File: config.mk
export PLATFORM = sky130hd
export DESIGN_NAME = run_len_detector_flat
export DESIGN_NICKNAME = d
export VERILOG_FILES = /design/src/rtl/run_len_detector_if.sv /design/src/rtl/run_len_detector.sv /design/src/flat_wrapper.sv
export SDC_FILE = /design/constraint.sdc
export NUM_CORES = 1
export LEC_CHECK = 0
export BUFFER_PORTS_ARGS = -buffer_cell sky130_fd_sc_hd__buf_2
export CORE_MARGIN = 10
export CORE_UTILIZATION = 62
export CTS_CLUSTER_SIZE = 30
export DETAILED_ROUTE_END_ITERATION = 7
export MAX_ROUTING_LAYER = met4
export PLACE_DENSITY = 0.91
export SLEW_MARGIN = 10
export SYNTH_ARGS = -nofsm -noshare
export SYNTH_HDL_FRONTEND = slang
export SYNTH_SLANG_ARGS = --single-unit
File: constraint.sdc
create_clock -name clk -period 2.8 [get_ports clk]
set_clock_uncertainty 0.1 [all_clocks]
set_input_delay 0.14 -clock clk [delete_from_list [all_inputs] [get_ports clk]]
set_output_delay 0.14 -clock clk [all_outputs]
set_load 0.005 [all_outputs]
File: src/rtl/run_len_detector_if.sv
// Sample/result bundle for run_len_detector: shared sample strobe, per-channel
// serial bits, shared threshold/mode, and per-channel detection and busy flags.
interface run_len_detector_if #(
    parameter int CHANNELS = 4,
    parameter int CNT_W    = 4
);
    logic                in_valid;
    logic [CHANNELS-1:0] in;
    logic [CNT_W-1:0]    thresh;
    logic                mode;
    logic [CHANNELS-1:0] out;
    logic [CHANNELS-1:0] busy;

    modport master (output in_valid, in, thresh, mode, input out, busy);
    modport slave  (input in_valid, in, thresh, mode, output out, busy);
endinterface

File: src/rtl/run_len_detector.sv
// Multi-channel run-length detector: flags runs of valid 1s reaching a shared threshold.
// Define RUN_LEN_DETECTOR_REG_OUT_EN to register out (one cycle of latency).
//
// state | meaning
// IDLE  | no 1s in the current run
// COUNT | run in progress, threshold not yet reached
// HIT   | threshold reached in this run (held until a valid 0)
module run_len_detector #(
    parameter int CHANNELS = 4,
    parameter int CNT_W    = 4
) (
    input logic               clk,
    input logic               rst,
    run_len_detector_if.slave bus
);
    typedef enum logic [1:0] {IDLE, COUNT, HIT} state_t;

    localparam logic [CNT_W-1:0] CNT_MAX = '1;

    logic [CNT_W-1:0]    thr_eff;
    logic [CHANNELS-1:0] out_w;
    logic [CHANNELS-1:0] busy_w;

    assign thr_eff  = (bus.thresh == '0) ? CNT_W'(1) : bus.thresh;
    assign bus.out  = out_w;
    assign bus.busy = busy_w;

    for (genvar c = 0; c < CHANNELS; c++) begin : g_ch
        state_t           state_q, state_d;
        logic [CNT_W-1:0] cnt_q, cnt_d;
        logic             busy_q;
        logic [CNT_W:0]   run_now;
        logic             hit;
        logic             out_d;

        // run_now is one bit wider than cnt so a saturated count never wraps below thresh
        assign run_now = {1'b0, cnt_q} + (CNT_W + 1)'(1);
        assign hit     = bus.in_valid & bus.in[c] & (run_now >= {1'b0, thr_eff});

        always_comb begin
            state_d = state_q;
            cnt_d   = cnt_q;
            out_d   = 1'b0;
            if (!rst) begin
                out_d = bus.mode ? (hit & (state_q != HIT)) : hit;
            end
            if (bus.in_valid) begin
                if (bus.in[c]) begin
                    cnt_d   = (cnt_q == CNT_MAX) ? cnt_q : cnt_q + CNT_W'(1);
                    state_d = (hit || state_q == HIT) ? HIT : COUNT;
                end else begin
                    cnt_d   = '0;
                    state_d = IDLE;
                end
            end
        end

        always_ff @(posedge clk) begin
            if (rst) begin
                state_q <= IDLE;
                cnt_q   <= '0;
                busy_q  <= 1'b0;
            end else begin
                state_q <= state_d;
                cnt_q   <= cnt_d;
                busy_q  <= (state_d != IDLE);
            end
        end

        assign busy_w[c] = busy_q;

`ifdef RUN_LEN_DETECTOR_REG_OUT_EN
        logic out_q;

        always_ff @(posedge clk) begin
            if (rst) begin
                out_q <= 1'b0;
            end else begin
                out_q <= out_d;
            end
        end

        assign out_w[c] = out_q;
`else
        assign out_w[c] = out_d;
`endif
    end
endmodule

File: src/flat_wrapper.sv
// flat-port wrapper written by rule: the top's interface ports become plain ports
module run_len_detector_flat 
#(
    parameter int CHANNELS = 4,
    parameter int CNT_W    = 4
)
  (clk, rst, bus_in_valid, bus_in, bus_thresh, bus_mode, bus_out, bus_busy);
  run_len_detector_if #(.CHANNELS(CHANNELS), .CNT_W(CNT_W)) bus_i ();
  input logic clk;
  input logic rst;
  input wire logic [$bits(bus_i.in_valid)-1:0] bus_in_valid;
  input wire logic [$bits(bus_i.in)-1:0] bus_in;
  input wire logic [$bits(bus_i.thresh)-1:0] bus_thresh;
  input wire logic [$bits(bus_i.mode)-1:0] bus_mode;
  output wire logic [$bits(bus_i.out)-1:0] bus_out;
  output wire logic [$bits(bus_i.busy)-1:0] bus_busy;
  assign bus_i.in_valid = bus_in_valid;
  assign bus_i.in = bus_in;
  assign bus_i.thresh = bus_thresh;
  assign bus_i.mode = bus_mode;
  assign bus_out = bus_i.out;
  assign bus_busy = bus_i.busy;
  run_len_detector #(.CHANNELS(CHANNELS), .CNT_W(CNT_W)) u_core (.clk(clk), .rst(rst), .bus(bus_i));
endmodule
==> results.toml <==
[grt]
antenna_found_initial = 0
grt_pass1_vias = 1383
overflow = 0
globalRouteTotalUtil = 0.139
grt_max_degree = 33
grt_first_pass_wirelength_microns = 6070

[drt]
drt-wirelength-per-cell_microns = 13.4
first_pass_iters = 4
ant_nets = 0
drt_wl_total_microns = 3590
drc = 0
dr.first_iter.drc_count = 116
vias_per_cell = 5.85
dr_total_vias = 1563

[clock_network]
post_cts_resized = 0
clock_sinks = 28
root_buffer = "clkbuf_4"
numCtsBuffers = 3
tritoncts = "yes"
clk_pin_slew_ns = 0.15
htreeDepth = 1
clkLatencyLatePin_ns = 0.34
cts_buffer_depth = 2

[synth]
synth_area_leaders = "dfxtp_1 (31%), ha_1 (11%), a21oi_1 (6.3%)"
synth_top_area_cell = "dfxtp_1"
ys_warn_count = 0
synth_cell_type_count = 41
synth_cells = 223
synth_area_sq_um = 1820
synth_nets = 251
synth_flop_cell = "dfxtp_1"
ys_seq_area_frac = 0.308
synth.ff_latch_count = 28
avgSynthCellArea_sq_um = 8.16
synthArstFlopShare = 0
synth_top_cell_area_share = 0.308
synth_edf_count = 0

[sta]
fin_setup_tns_ns = 0
fin_crit_ns = 2.45
hold_violations = 0
fmax_mhz = 408
finalMaxSlewViolations = 0
finalCritPeriodShare = 0.875
final.setup.worst_slack_ns = 0.351
max_slew_margin = 0.596
rsz0062_at_grt = "false"
finalSetupViolations = 0
tightest_slew_ns = 0.606

[critical_path]
timing.critical_path.mode_cell = "ha_1"
end_kind = "primary output"
crit_fanout = 5
crit_path_max_incr_delay_ns = 0.46
critPathSlowestCell = "dfxtp_1"
critPathTopFamily = "adder cells"
start_kind = "register"
cp_data_arrival_time_ns = 2.21
critPathKind = "reg2out"
worstPathCellList = "ha_1 > ha_1 > a21oi_1 > o22ai_2 > nor3_1 > a2111oi_2 > buf_2"
critical_path.startpoint = "u_core.g_ch[3].cnt_q[0]"
path_buf_inv = 1
r2r_start = "u_core.g_ch[3].cnt_q[0]"
required_ns = 2.56

[die]
rows = 19
core_area_sq_um = 2780
dieArea_sq_um = 5500
ioPinCount = 20
dieHeight_microns = 74.2
start_util = 0.654
die_w_microns = 74.2

[layout]
diodes = 0
design_area_sq_um = 1940
mostFrequentLayoutCells = "dfxtp_1 (28), a21oi_1 (23), nor2_1 (23)"
fill_cells = 224
drive_above_1_share = 0.140
area_delta_synth_final_pct = 6.88
seq_area_sq_um = 561
final_common_cell = "dfxtp_1"
nets = 265
multiInputGateArea_sq_um = 1130

[hold_path]
min_path_type = "in2reg"
hp-start = "rst"

[power_and_ir_drop]
ir_drop_mv = 0.509
p_leak_nw = 0.842
power_density_nw_per_um2 = 387

[placed_design]
dp_slack_ns = 0.655
place_congestion = 0.813
placed_cell_area_sq_um = 1870
dp_hpwl_microns = 2710
io_buffers = 19

[run_status]
run_status = "complete, no violations"

[run]
maxCapViolCount = 0
==> worst register-to-register path, cell delays in order, from the launching register on <==
cell      delay, ns
dfxtp_1        0.46
ha_1           0.30
ha_1           0.20
nand2b_1       0.14
a21oi_1        0.14
o22ai_2        0.12
a2111o_1       0.41
a21oi_2        0.12
==> worst paths after layout <==
| path | end | slack [ns] | cells after the start |
|---|---|---|---|
| worst max-delay path | bus_out[3] | 0.35 | 7 |
| worst min register to register | u_core.g_ch[0].state_q[1] | 0.44 | 2 |
| worst min-delay path | u_core.g_ch[1].cnt_q[0] | 0.17 | 2 |
| worst max register to register | u_core.g_ch[3].state_q[0] | 0.77 | 7 |
==> Yosys cell counts, types with 3 or more instances <==
cell / count
inv_1: 12
xnor2_1: 7
nor3_1: 5
nand3_1: 4
o21ai_0: 6
and3_1: 3
nand2b_1: 14
a22oi_1: 8
ha_1: 16
nand2_1: 18
o21bai_1: 7
clkbuf_1: 3
nor2_1: 23
buf_4: 8
a311oi_1: 3
dfxtp_1: 28
a21oi_1: 23
a211oi_1: 4
==> state kept, by name (all words and copies together), names as in the netlist <==
name,cells
u_core.g_ch.cnt_q,16
u_core.g_ch.busy_q,4
u_core.g_ch.state_q,8
==> where the power goes <==
part	switching, mW	total (mW)	internal (mW)
Combinational	0.0730	0.126	0.0533
Clock	0.122	0.201	0.0799
Sequential	0.0120	0.425	0.413
Total	0.207	0.753	0.546
==> through the flow <==
| step | instances | hold slack [ns] | utilization | power, mW |
|---|---|---|---|---|
| 6_report | 267 | 0.174 | 0.699 | 0.753 |
| 5_1_grt | 267 | 0.196 | 0.699 | 0.791 |
| 4_1_cts | 267 | 0.179 | 0.699 | 0.761 |
| 3_5_place_dp | 259 | 0.354 | 0.672 | 0.556 |
| 3_3_place_gp | 259 | 0.347 | 0.672 | 0.550 |
| 2_1_floorplan | 223 | 0.208 | - | 0.523 |
==> metal layers <==
layer  vias to the layer above  part of all wire  track usage
met3                         5             0.057       0.0386
met5                         -                 0            -
met2                        27              0.50        0.232
met4                         0            0.0084       0.0414
met1                       715              0.44        0.157
li1                        816                 -            -
==> area by class of cell <==
cell class / instances / share of cell area
Multi-Input combinational cell: 169 / 0.580
Sequential cell: 28 / 0.288
Timing Repair Buffer: 23 / 0.0695
Inverter: 12 / 0.0232
Tap cell: 31 / 0.0199
Clock buffer: 4 / 0.0187
==> what timing repair did <==
action / CTS / global route
hold buffers: 4 / 0
endpoints found under the hold margin: 4 / 0
setup buffers: 0 / 0
==> cells by family (layout without fill, tap and decap cells) <==
| group | Yosys count | in the layout | share of synthesized area |
|---|---|---|---|
| buf+inv | 26 | 39 | 0.0715 |
| flops | 28 | 28 | 0.308 |
| simple gates | 78 | 78 | 0.213 |
| fa+ha+maj | 16 | 16 | 0.110 |
| compound gates | 67 | 67 | 0.259 |
| xor+xnor | 8 | 8 | 0.0385 |
Note: power is estimated with default switching activity, not from simulation.
